===== config.mk =====
export PLATFORM = sky130hd
export DESIGN_NAME = spi_slave_flat
export DESIGN_NICKNAME = d
export VERILOG_FILES = /design/src/rtl/spi_pkg.sv /design/src/rtl/spi_slave_if.sv /design/src/rtl/spi_slave_sync_edge.sv /design/src/rtl/spi_slave.sv /design/src/flat_wrapper.sv
export SDC_FILE = /design/constraint.sdc
export NUM_CORES = 1
export LEC_CHECK = 0
export ABC_CLOCK_PERIOD_IN_PS = 2900
export CAP_MARGIN = 10
export CORE_MARGIN = 1.5
export CORE_UTILIZATION = 48
export DETAILED_ROUTE_END_ITERATION = 16
export PLACE_DENSITY_LB_ADDON = 0.15
export SLEW_MARGIN = 20
export SYNTH_ARGS = -nofsm -noshare
export SYNTH_HDL_FRONTEND = slang
export SYNTH_HIERARCHICAL = 1
export SYNTH_SLANG_ARGS = --single-unit

===== constraint.sdc =====
create_clock -name clk -period 2.9 [get_ports clk]
set_input_delay 0.29 -clock clk [delete_from_list [all_inputs] [get_ports clk]]
set_output_delay 0.29 -clock clk [all_outputs]
set_load 0.1 [all_outputs]

===== src/rtl/spi_pkg.sv =====
// Shared definitions for the SPI target: mode decoding and FSM state encoding.
package spi_pkg;

  typedef enum logic [1:0] {
    ST_IDLE  = 2'd0,
    ST_LOAD  = 2'd1,
    ST_SHIFT = 2'd2
  } state_e;

  function automatic logic cpol(input int mode);
    return 1'((mode / 2) % 2);
  endfunction

  function automatic logic cpha(input int mode);
    return 1'(mode % 2);
  endfunction

  // Modes 0 and 3 sample on the rising SCK edge, modes 1 and 2 on the falling one.
  function automatic logic sample_on_rise(input int mode);
    return cpol(mode) == cpha(mode);
  endfunction

endpackage


===== src/rtl/spi_slave_if.sv =====
// Pin-side and client-side signals of the SPI target, grouped for port connection.
interface spi_slave_if #(
  parameter int SPI_WIDTH = 8
);
  logic                 sck;
  logic                 cs_n;
  logic                 mosi;
  logic                 miso;
  logic                 miso_oe;
  logic [SPI_WIDTH-1:0] tx_data;
  logic                 tx_load;
  logic                 tx_ready;
  logic [SPI_WIDTH-1:0] rx_data;
  logic                 rx_valid;
  logic                 busy;
  logic                 frame_err;
  logic                 tx_underrun;

  modport slave (
    input  sck, cs_n, mosi, tx_data, tx_load,
    output miso, miso_oe, tx_ready, rx_data, rx_valid, busy, frame_err, tx_underrun
  );

  modport master (
    output sck, cs_n, mosi, tx_data, tx_load,
    input  miso, miso_oe, tx_ready, rx_data, rx_valid, busy, frame_err, tx_underrun
  );
endinterface


===== src/rtl/spi_slave_sync_edge.sv =====
// Two-flop synchroniser for an asynchronous pin, with one-clock rise/fall pulses.
module sync_edge #(
  parameter logic RST_VAL = 1'b0
) (
  input  logic clk,
  input  logic rst,
  input  logic din,
  output logic dout,
  output logic rise,
  output logic fall
);
  logic sync_p0, sync_p1, sync_p2;

  always_ff @(posedge clk) begin
    if (rst) begin
      sync_p0 <= RST_VAL;
      sync_p1 <= RST_VAL;
      sync_p2 <= RST_VAL;
    end else begin
      sync_p0 <= din;
      sync_p1 <= sync_p0;
      sync_p2 <= sync_p1;
    end
  end

  assign dout = sync_p1;
  assign rise = sync_p1 & ~sync_p2;
  assign fall = ~sync_p1 & sync_p2;
endmodule


===== src/rtl/spi_slave.sv =====
// SPI target: oversampled SCK/CS_N/MOSI, SPI_WIDTH-bit words in, pre-loaded
// response words out on MISO, all four modes, MSB- or LSB-first.
module spi_slave
  import spi_pkg::*;
#(
  parameter int SPI_MODE  = 3,
  parameter int SPI_WIDTH = 8,
  parameter int SPI_MSB   = 0
) (
  input logic        clk,
  input logic        rst,
  spi_slave_if.slave bus
);
  localparam logic CPOL_L   = cpol(SPI_MODE);
  localparam logic CPHA_L   = cpha(SPI_MODE);
  localparam logic SMP_RISE = sample_on_rise(SPI_MODE);
  localparam int   CW       = $clog2(SPI_WIDTH);

  typedef logic [SPI_WIDTH-1:0] word_t;

  function automatic logic head_bit(input word_t w);
    return (SPI_MSB != 0) ? w[SPI_WIDTH-1] : w[0];
  endfunction

  function automatic word_t advance(input word_t w);
    return (SPI_MSB != 0) ? {w[SPI_WIDTH-2:0], 1'b0} : {1'b0, w[SPI_WIDTH-1:1]};
  endfunction

  logic sck_s, sck_rise, sck_fall, cs_s, cs_rise, cs_fall;
  logic mosi_p0, mosi_p1, settle_p0, settle_p1, armed_q;

  sync_edge #(.RST_VAL(CPOL_L)) u_sck (
    .clk(clk), .rst(rst), .din(bus.sck), .dout(sck_s), .rise(sck_rise), .fall(sck_fall)
  );
  sync_edge #(.RST_VAL(1'b1)) u_cs (
    .clk(clk), .rst(rst), .din(bus.cs_n), .dout(cs_s), .rise(cs_rise), .fall(cs_fall)
  );

  // Stage p0/p1: mosi synchroniser; armed_q waits until the cs_n synchroniser
  // reflects a real high level, so a frame cut by reset is not re-entered.
  always_ff @(posedge clk) begin
    if (rst) begin
      mosi_p0   <= 1'b0;
      mosi_p1   <= 1'b0;
      settle_p0 <= 1'b0;
      settle_p1 <= 1'b0;
      armed_q   <= 1'b0;
    end else begin
      mosi_p0   <= bus.mosi;
      mosi_p1   <= mosi_p0;
      settle_p0 <= 1'b1;
      settle_p1 <= settle_p0;
      armed_q   <= armed_q | (settle_p1 & cs_s);
    end
  end

  state_e        state_q, state_d;
  logic [CW-1:0] cnt_q;
  word_t         rx_shift_q, rx_data_q, rx_next;
  word_t         tx_buf_q, tx_shift_q, tx_word;
  logic          rx_valid_q, frame_err_q, tx_ready_q, tx_underrun_q, miso_q;
  logic          sck_edge, sample_ev, shift_ev, word_done, word_start, busy_w;

  always_ff @(posedge clk) begin
    if (rst) state_q <= ST_IDLE;
    else     state_q <= state_d;
  end

  always_comb begin
    state_d = state_q;
    case (state_q)
      ST_IDLE:  if (cs_fall && armed_q) state_d = ST_LOAD;
      ST_LOAD:  state_d = ST_SHIFT;
      ST_SHIFT: state_d = ST_SHIFT;
      default:  state_d = ST_IDLE;
    endcase
    if (cs_rise) state_d = ST_IDLE;
  end

  // CPHA=0 pre-drives the first bit at word start, so the shift edge seen
  // while the counter is still 0 is skipped.
  assign sck_edge   = sck_rise | sck_fall;
  assign sample_ev  = (state_q == ST_SHIFT) && sck_edge && (sck_s == SMP_RISE);
  assign shift_ev   = (state_q == ST_SHIFT) && sck_edge && (sck_s != SMP_RISE)
                      && (CPHA_L || (cnt_q != '0));
  assign word_done  = sample_ev && (cnt_q == CW'(SPI_WIDTH - 1));
  assign word_start = !cs_rise && ((state_q == ST_LOAD) || ((state_q == ST_SHIFT) && rx_valid_q));
  assign rx_next    = (SPI_MSB != 0) ? {rx_shift_q[SPI_WIDTH-2:0], mosi_p1}
                                     : {mosi_p1, rx_shift_q[SPI_WIDTH-1:1]};
  assign tx_word    = tx_ready_q ? '0 : tx_buf_q;

  // Receive path: a word completing on the cs_n rise cycle is still delivered.
  always_ff @(posedge clk) begin
    if (rst) begin
      cnt_q       <= '0;
      rx_shift_q  <= '0;
      rx_data_q   <= '0;
      rx_valid_q  <= 1'b0;
      frame_err_q <= 1'b0;
    end else begin
      rx_valid_q  <= word_done;
      frame_err_q <= cs_rise && (cnt_q != '0) && !word_done;
      if (word_done) rx_data_q <= rx_next;
      if (cs_rise || word_done) begin
        cnt_q      <= '0;
        rx_shift_q <= '0;
      end else if (sample_ev) begin
        cnt_q      <= cnt_q + CW'(1);
        rx_shift_q <= rx_next;
      end
    end
  end

  // Transmit path: holding register, shift register and miso flop.
  always_ff @(posedge clk) begin
    if (rst) begin
      tx_buf_q      <= '0;
      tx_ready_q    <= 1'b1;
      tx_shift_q    <= '0;
      miso_q        <= 1'b0;
      tx_underrun_q <= 1'b0;
    end else begin
      tx_underrun_q <= word_start && tx_ready_q;
      if (word_start && !tx_ready_q) begin
        tx_ready_q <= 1'b1;
      end else if (bus.tx_load && tx_ready_q) begin
        tx_buf_q   <= bus.tx_data;
        tx_ready_q <= 1'b0;
      end
      if (cs_rise) begin
        tx_shift_q <= '0;
        miso_q     <= 1'b0;
      end else if (word_start) begin
        if (CPHA_L) begin
          tx_shift_q <= tx_word;
        end else begin
          miso_q     <= head_bit(tx_word);
          tx_shift_q <= advance(tx_word);
        end
      end else if (shift_ev) begin
        miso_q     <= head_bit(tx_shift_q);
        tx_shift_q <= advance(tx_shift_q);
      end
    end
  end

  assign busy_w          = armed_q & ~cs_s;
  assign bus.busy        = busy_w;
  assign bus.miso_oe     = busy_w;
  assign bus.miso        = busy_w & miso_q;
  assign bus.tx_ready    = tx_ready_q;
  assign bus.rx_data     = rx_data_q;
  assign bus.rx_valid    = rx_valid_q;
  assign bus.frame_err   = frame_err_q;
  assign bus.tx_underrun = tx_underrun_q;
endmodule


===== src/flat_wrapper.sv =====
// flat-port wrapper written by rule: the top's interface ports become plain ports
module spi_slave_flat import spi_pkg::*;
#(
  parameter int SPI_MODE  = 3,
  parameter int SPI_WIDTH = 8,
  parameter int SPI_MSB   = 0
)
  (clk, rst, bus_sck, bus_cs_n, bus_mosi, bus_tx_data, bus_tx_load, bus_miso, bus_miso_oe, bus_tx_ready, bus_rx_data, bus_rx_valid, bus_busy, bus_frame_err, bus_tx_underrun);
  spi_slave_if #(.SPI_WIDTH(SPI_WIDTH)) bus_i ();
  input logic clk;
  input logic rst;
  input wire logic [$bits(bus_i.sck)-1:0] bus_sck;
  input wire logic [$bits(bus_i.cs_n)-1:0] bus_cs_n;
  input wire logic [$bits(bus_i.mosi)-1:0] bus_mosi;
  input wire logic [$bits(bus_i.tx_data)-1:0] bus_tx_data;
  input wire logic [$bits(bus_i.tx_load)-1:0] bus_tx_load;
  output wire logic [$bits(bus_i.miso)-1:0] bus_miso;
  output wire logic [$bits(bus_i.miso_oe)-1:0] bus_miso_oe;
  output wire logic [$bits(bus_i.tx_ready)-1:0] bus_tx_ready;
  output wire logic [$bits(bus_i.rx_data)-1:0] bus_rx_data;
  output wire logic [$bits(bus_i.rx_valid)-1:0] bus_rx_valid;
  output wire logic [$bits(bus_i.busy)-1:0] bus_busy;
  output wire logic [$bits(bus_i.frame_err)-1:0] bus_frame_err;
  output wire logic [$bits(bus_i.tx_underrun)-1:0] bus_tx_underrun;
  assign bus_i.sck = bus_sck;
  assign bus_i.cs_n = bus_cs_n;
  assign bus_i.mosi = bus_mosi;
  assign bus_i.tx_data = bus_tx_data;
  assign bus_i.tx_load = bus_tx_load;
  assign bus_miso = bus_i.miso;
  assign bus_miso_oe = bus_i.miso_oe;
  assign bus_tx_ready = bus_i.tx_ready;
  assign bus_rx_data = bus_i.rx_data;
  assign bus_rx_valid = bus_i.rx_valid;
  assign bus_busy = bus_i.busy;
  assign bus_frame_err = bus_i.frame_err;
  assign bus_tx_underrun = bus_i.tx_underrun;
  spi_slave #(.SPI_MODE(SPI_MODE), .SPI_WIDTH(SPI_WIDTH), .SPI_MSB(SPI_MSB)) u_core (.clk(clk), .rst(rst), .bus(bus_i));
endmodule

==> summary.txt <==
Outcome
  – Status: finished clean

Drt
  – Detailed router's first-iteration violation count: 63
  – WL/cell: 12.3 um
  – Vias: ~1,500
  – Drt pass-1 iters: 4
  – WL final: 3.69 mm
  – Post-route ant nets: 0
  – DRC: 0
  – Via/cell ratio: between 5 and 6

Pwr
  – Leakage power: about 0.88 nW
  – Pwr dens: ~540 mW/mm^2
  – VDD IR max: 0.000346 V
  – Total chip power: 0.00128 W

Timing
  – PnR worst setup slack: 1.17 ns
  – Fin. max-slew vios: 0
  – Clock Skews: 0.00629 ns
  – Slew @ Worst Pin: 0.605 ns
  – Min Tclk post-route: 1.73 ns
  – Rel. slew slack: 0.597
  – Fmax achieved: 578 MHz
  – Final Hold Vio Count: 0
  – RSZ-0062 raised after global routing: false
  – Final Setup Violations: 0
  – Crit share post-route: 0.597
  – TNS Setup: 0 ns

Run
  – Max cap viols: 0

GRT
  – First-pass GRT wire length: around 6 mm
  – Grt met2 use: 0.279
  – Largest net degree at the start of global routing: 30
  – GRT Overall Usage: 0.177
  – GRT met1 Usage: 0.228
  – Number of global-route vias before repair: between 1,000 and 1,500
  – Met3 usage: 0.0543
  – Gr ovfl total: 0
  – Antenna violations before repair: 0
  – GRT Max-Usage Layer: met2

Clock network
  – Hold_buf cts: 0
  – Clk sink count: 52
  – Clk slew on worst S/H paths: 0.09 ns
  – Post-CTS Setup Bufs: 0
  – Clk Latency, worst-skew pair: 0.30 ns
  – Htree depth: 2
  – Clock Root Buffer: clkbuf_8
  – CTS tree: yes
  – Inserted Clock Buffers: 5
  – CTS resizes: 0
  – Clock Tree Buf Depth: 2

Placed design
  – Detail Placement HPWL: 2.51 mm
  – Pre-CTS WS: 1.19 ns
  – Inst Count DP: 292
  – Gpl congestion: 0.732
  – PortBufs: 28

Worst setup path
  – Data arrival time of the worst path: 1.97 ns
  – CP endpoint kind: register
  – CP delay by family, top: simple AND/OR/NAND/NOR gates
  – WP data required: 3.14 ns
  – CP max stage delay: 0.52 ns
  – Kind of critical path: reg -> reg
  – Reg2reg start: u_core/u_sck/dout$_SDFF_PP1_
  – Cell chain of the critical path: nor2b_1 -> o21a_2 -> nand2_1 -> or3_1 -> a21oi_1
  – CP Buf/Inv Count: 0
  – Crit. Startpoint: u_core/u_sck/dout$_SDFF_PP1_
  – CP max-delay cell: dfxtp_1
  – Startpoint types: register
  – CP Max Fanout: 11

Layout
  – Fraction of layout cells with a size suffix above 1: 0.120
  – Fin cells: 299
  – Final Util: 0.587
  – Layout area overhead: 16.5%
  – ANT cells: 0
  – Post-layout nets: 270

Hold path
  – Hold Path Origin: u_core/u_cs/sync_p0$_SDFF_PP1_
  – Hold/Removal Path Class: reg -> reg

Yosys
  – Cell area after synthesis: 0.00203 sq mm
  – Synth Register Bits: 52
  – Yosys cell types: 29
  – Post-Syn Nets: 246
  – Mapped Cells: approximately 230
  – Sequential share of the synthesized area: 0.513
  – Syn. warnings: 6
  – Avg Cell Area, Syn: approximately 9.0 sq um

Die
  – Core Area: between 0.004 and 0.005 sq mm
  – Die Ht: just under 70 um
  – # rows: 23
  – Die Footprint: 0.00463 sq mm
  – Initial Util: 0.504
  – Top Ports: 29
  – Die width: a little under 70 um
==> final timing paths <==
| check | endpoint | slack (ns) | depth (start not counted) |
|---|---|---|---|
| min | u_core/u_cs/dout$_SDFF_PP1_ | 0.42 | 1 |
| max | u_core/cnt_q[0]$_SDFFE_PP0P_ | 1.17 | 5 |
| min reg2reg | u_core/u_cs/dout$_SDFF_PP1_ | 0.42 | 1 |
| max reg2reg | u_core/cnt_q[0]$_SDFFE_PP0P_ | 1.17 | 5 |
==> sequential cells by signal, summed over array words and instances, names as in the netlist, 2 cells and up <==
name                count
u_core/rx_shift_q       7
u_core/tx_shift_q       8
u_core/cnt_q            3
u_core/bus.rx_data      8
u_core/tx_buf_q         8
u_core/state_q          2
==> layout make-up <==
| type | count | area (sq um) |
|---|---|---|
| Clock buffer | 5 | 68.8 |
| Timing Repair Buffer | 29 | 250 |
| Clock inverter | 2 | 12.5 |
| Multi-Input combinational cell | 155 | 908 |
| Tap cell | 50 | 62.6 |
| Sequential cell | 52 | 1040 |
| Inverter | 6 | 22.5 |
| Fill cell | 380 | 1660 |
==> cells in the final DEF, fill, tap and decap left out, types with 2 or more instances in the layout <==
| cell | netlist | layout |
|---|---|---|
| clkbuf_8 | 0 | 5 |
| nand3_1 | 9 | 9 |
| and2b_1 | 2 | 2 |
| and2_1 | 2 | 2 |
| nand3b_1 | 9 | 9 |
| o21ai_1 | 7 | 7 |
| nor2_1 | 9 | 9 |
| o211ai_1 | 2 | 2 |
| or2_1 | 7 | 7 |
| buf_4 | 3 | 16 |
| a21oi_1 | 28 | 28 |
| ha_1 | 7 | 7 |
| mux2i_1 | 10 | 10 |
| nor2b_1 | 6 | 5 |
| dfxtp_1 | 52 | 52 |
| clkdlybuf4s50_1 | 0 | 13 |
| inv_1 | 6 | 6 |
| nand2_1 | 46 | 46 |
==> cell families after synthesis <==
family	Yosys count	share of synthesized area
DFF	52	0.513
adders and majority gates	7	0.0431
muxes	10	0.0493
and+or+nand+nor	96	0.241
buffers and inverters	18	0.0413
AOI/OAI and AO/OA	42	0.113
==> synth_stat cells, drive strengths merged <==
cell type / number / share of area
a21boi: 1 / 0.0037
a21oi: 29 / 0.073
and2: 2 / 0.0062
and2b: 2 / 0.0074
and3: 1 / 0.0031
buf: 7 / 0.021
clkbuf: 5 / 0.0092
dfxtp: 52 / 0.51
ha: 7 / 0.043
inv: 6 / 0.011
mux2i: 10 / 0.049
nand2: 46 / 0.085
nand3: 9 / 0.022
nand3b: 9 / 0.033
nor2: 10 / 0.022
nor2b: 6 / 0.018
nor3: 1 / 0.0080
nor4: 1 / 0.0062
o211ai: 2 / 0.0074
o21a: 1 / 0.0043
o21ai: 9 / 0.024
or2: 7 / 0.022
or3: 1 / 0.0031
or3b: 1 / 0.0043
==> where the power goes <==
group / internal [W] / switching (W) / leakage [nW] / total, W
clock: 0.000164 / 0.000230 / 0.0400 / 0.000394
sequential: 0.000736 / 0.0000183 / 0.423 / 0.000754
combinational: 0.0000514 / 0.0000838 / 0.417 / 0.000135
total: 0.000951 / 0.000332 / 0.880 / 0.00128
==> through the flow <==
stage | area (sq um) | hold WS, ns
2_1_floorplan | 2030 | 0.362
3_3_place_gp | 2280 | 0.389
3_5_place_dp | 2280 | 0.392
4_1_cts | 2370 | 0.417
5_1_grt | 2370 | 0.447
6_report | 2370 | 0.417
==> metal layers <==
layer | vias up | wire length (um)
met5 | - | 0
met4 | 0 | 55
met3 | 5 | 150
met2 | 27 | 1730
met1 | 703 | 1750
li1 | 791 | -
No activity file was read; power rests on OpenSTA's default activity.
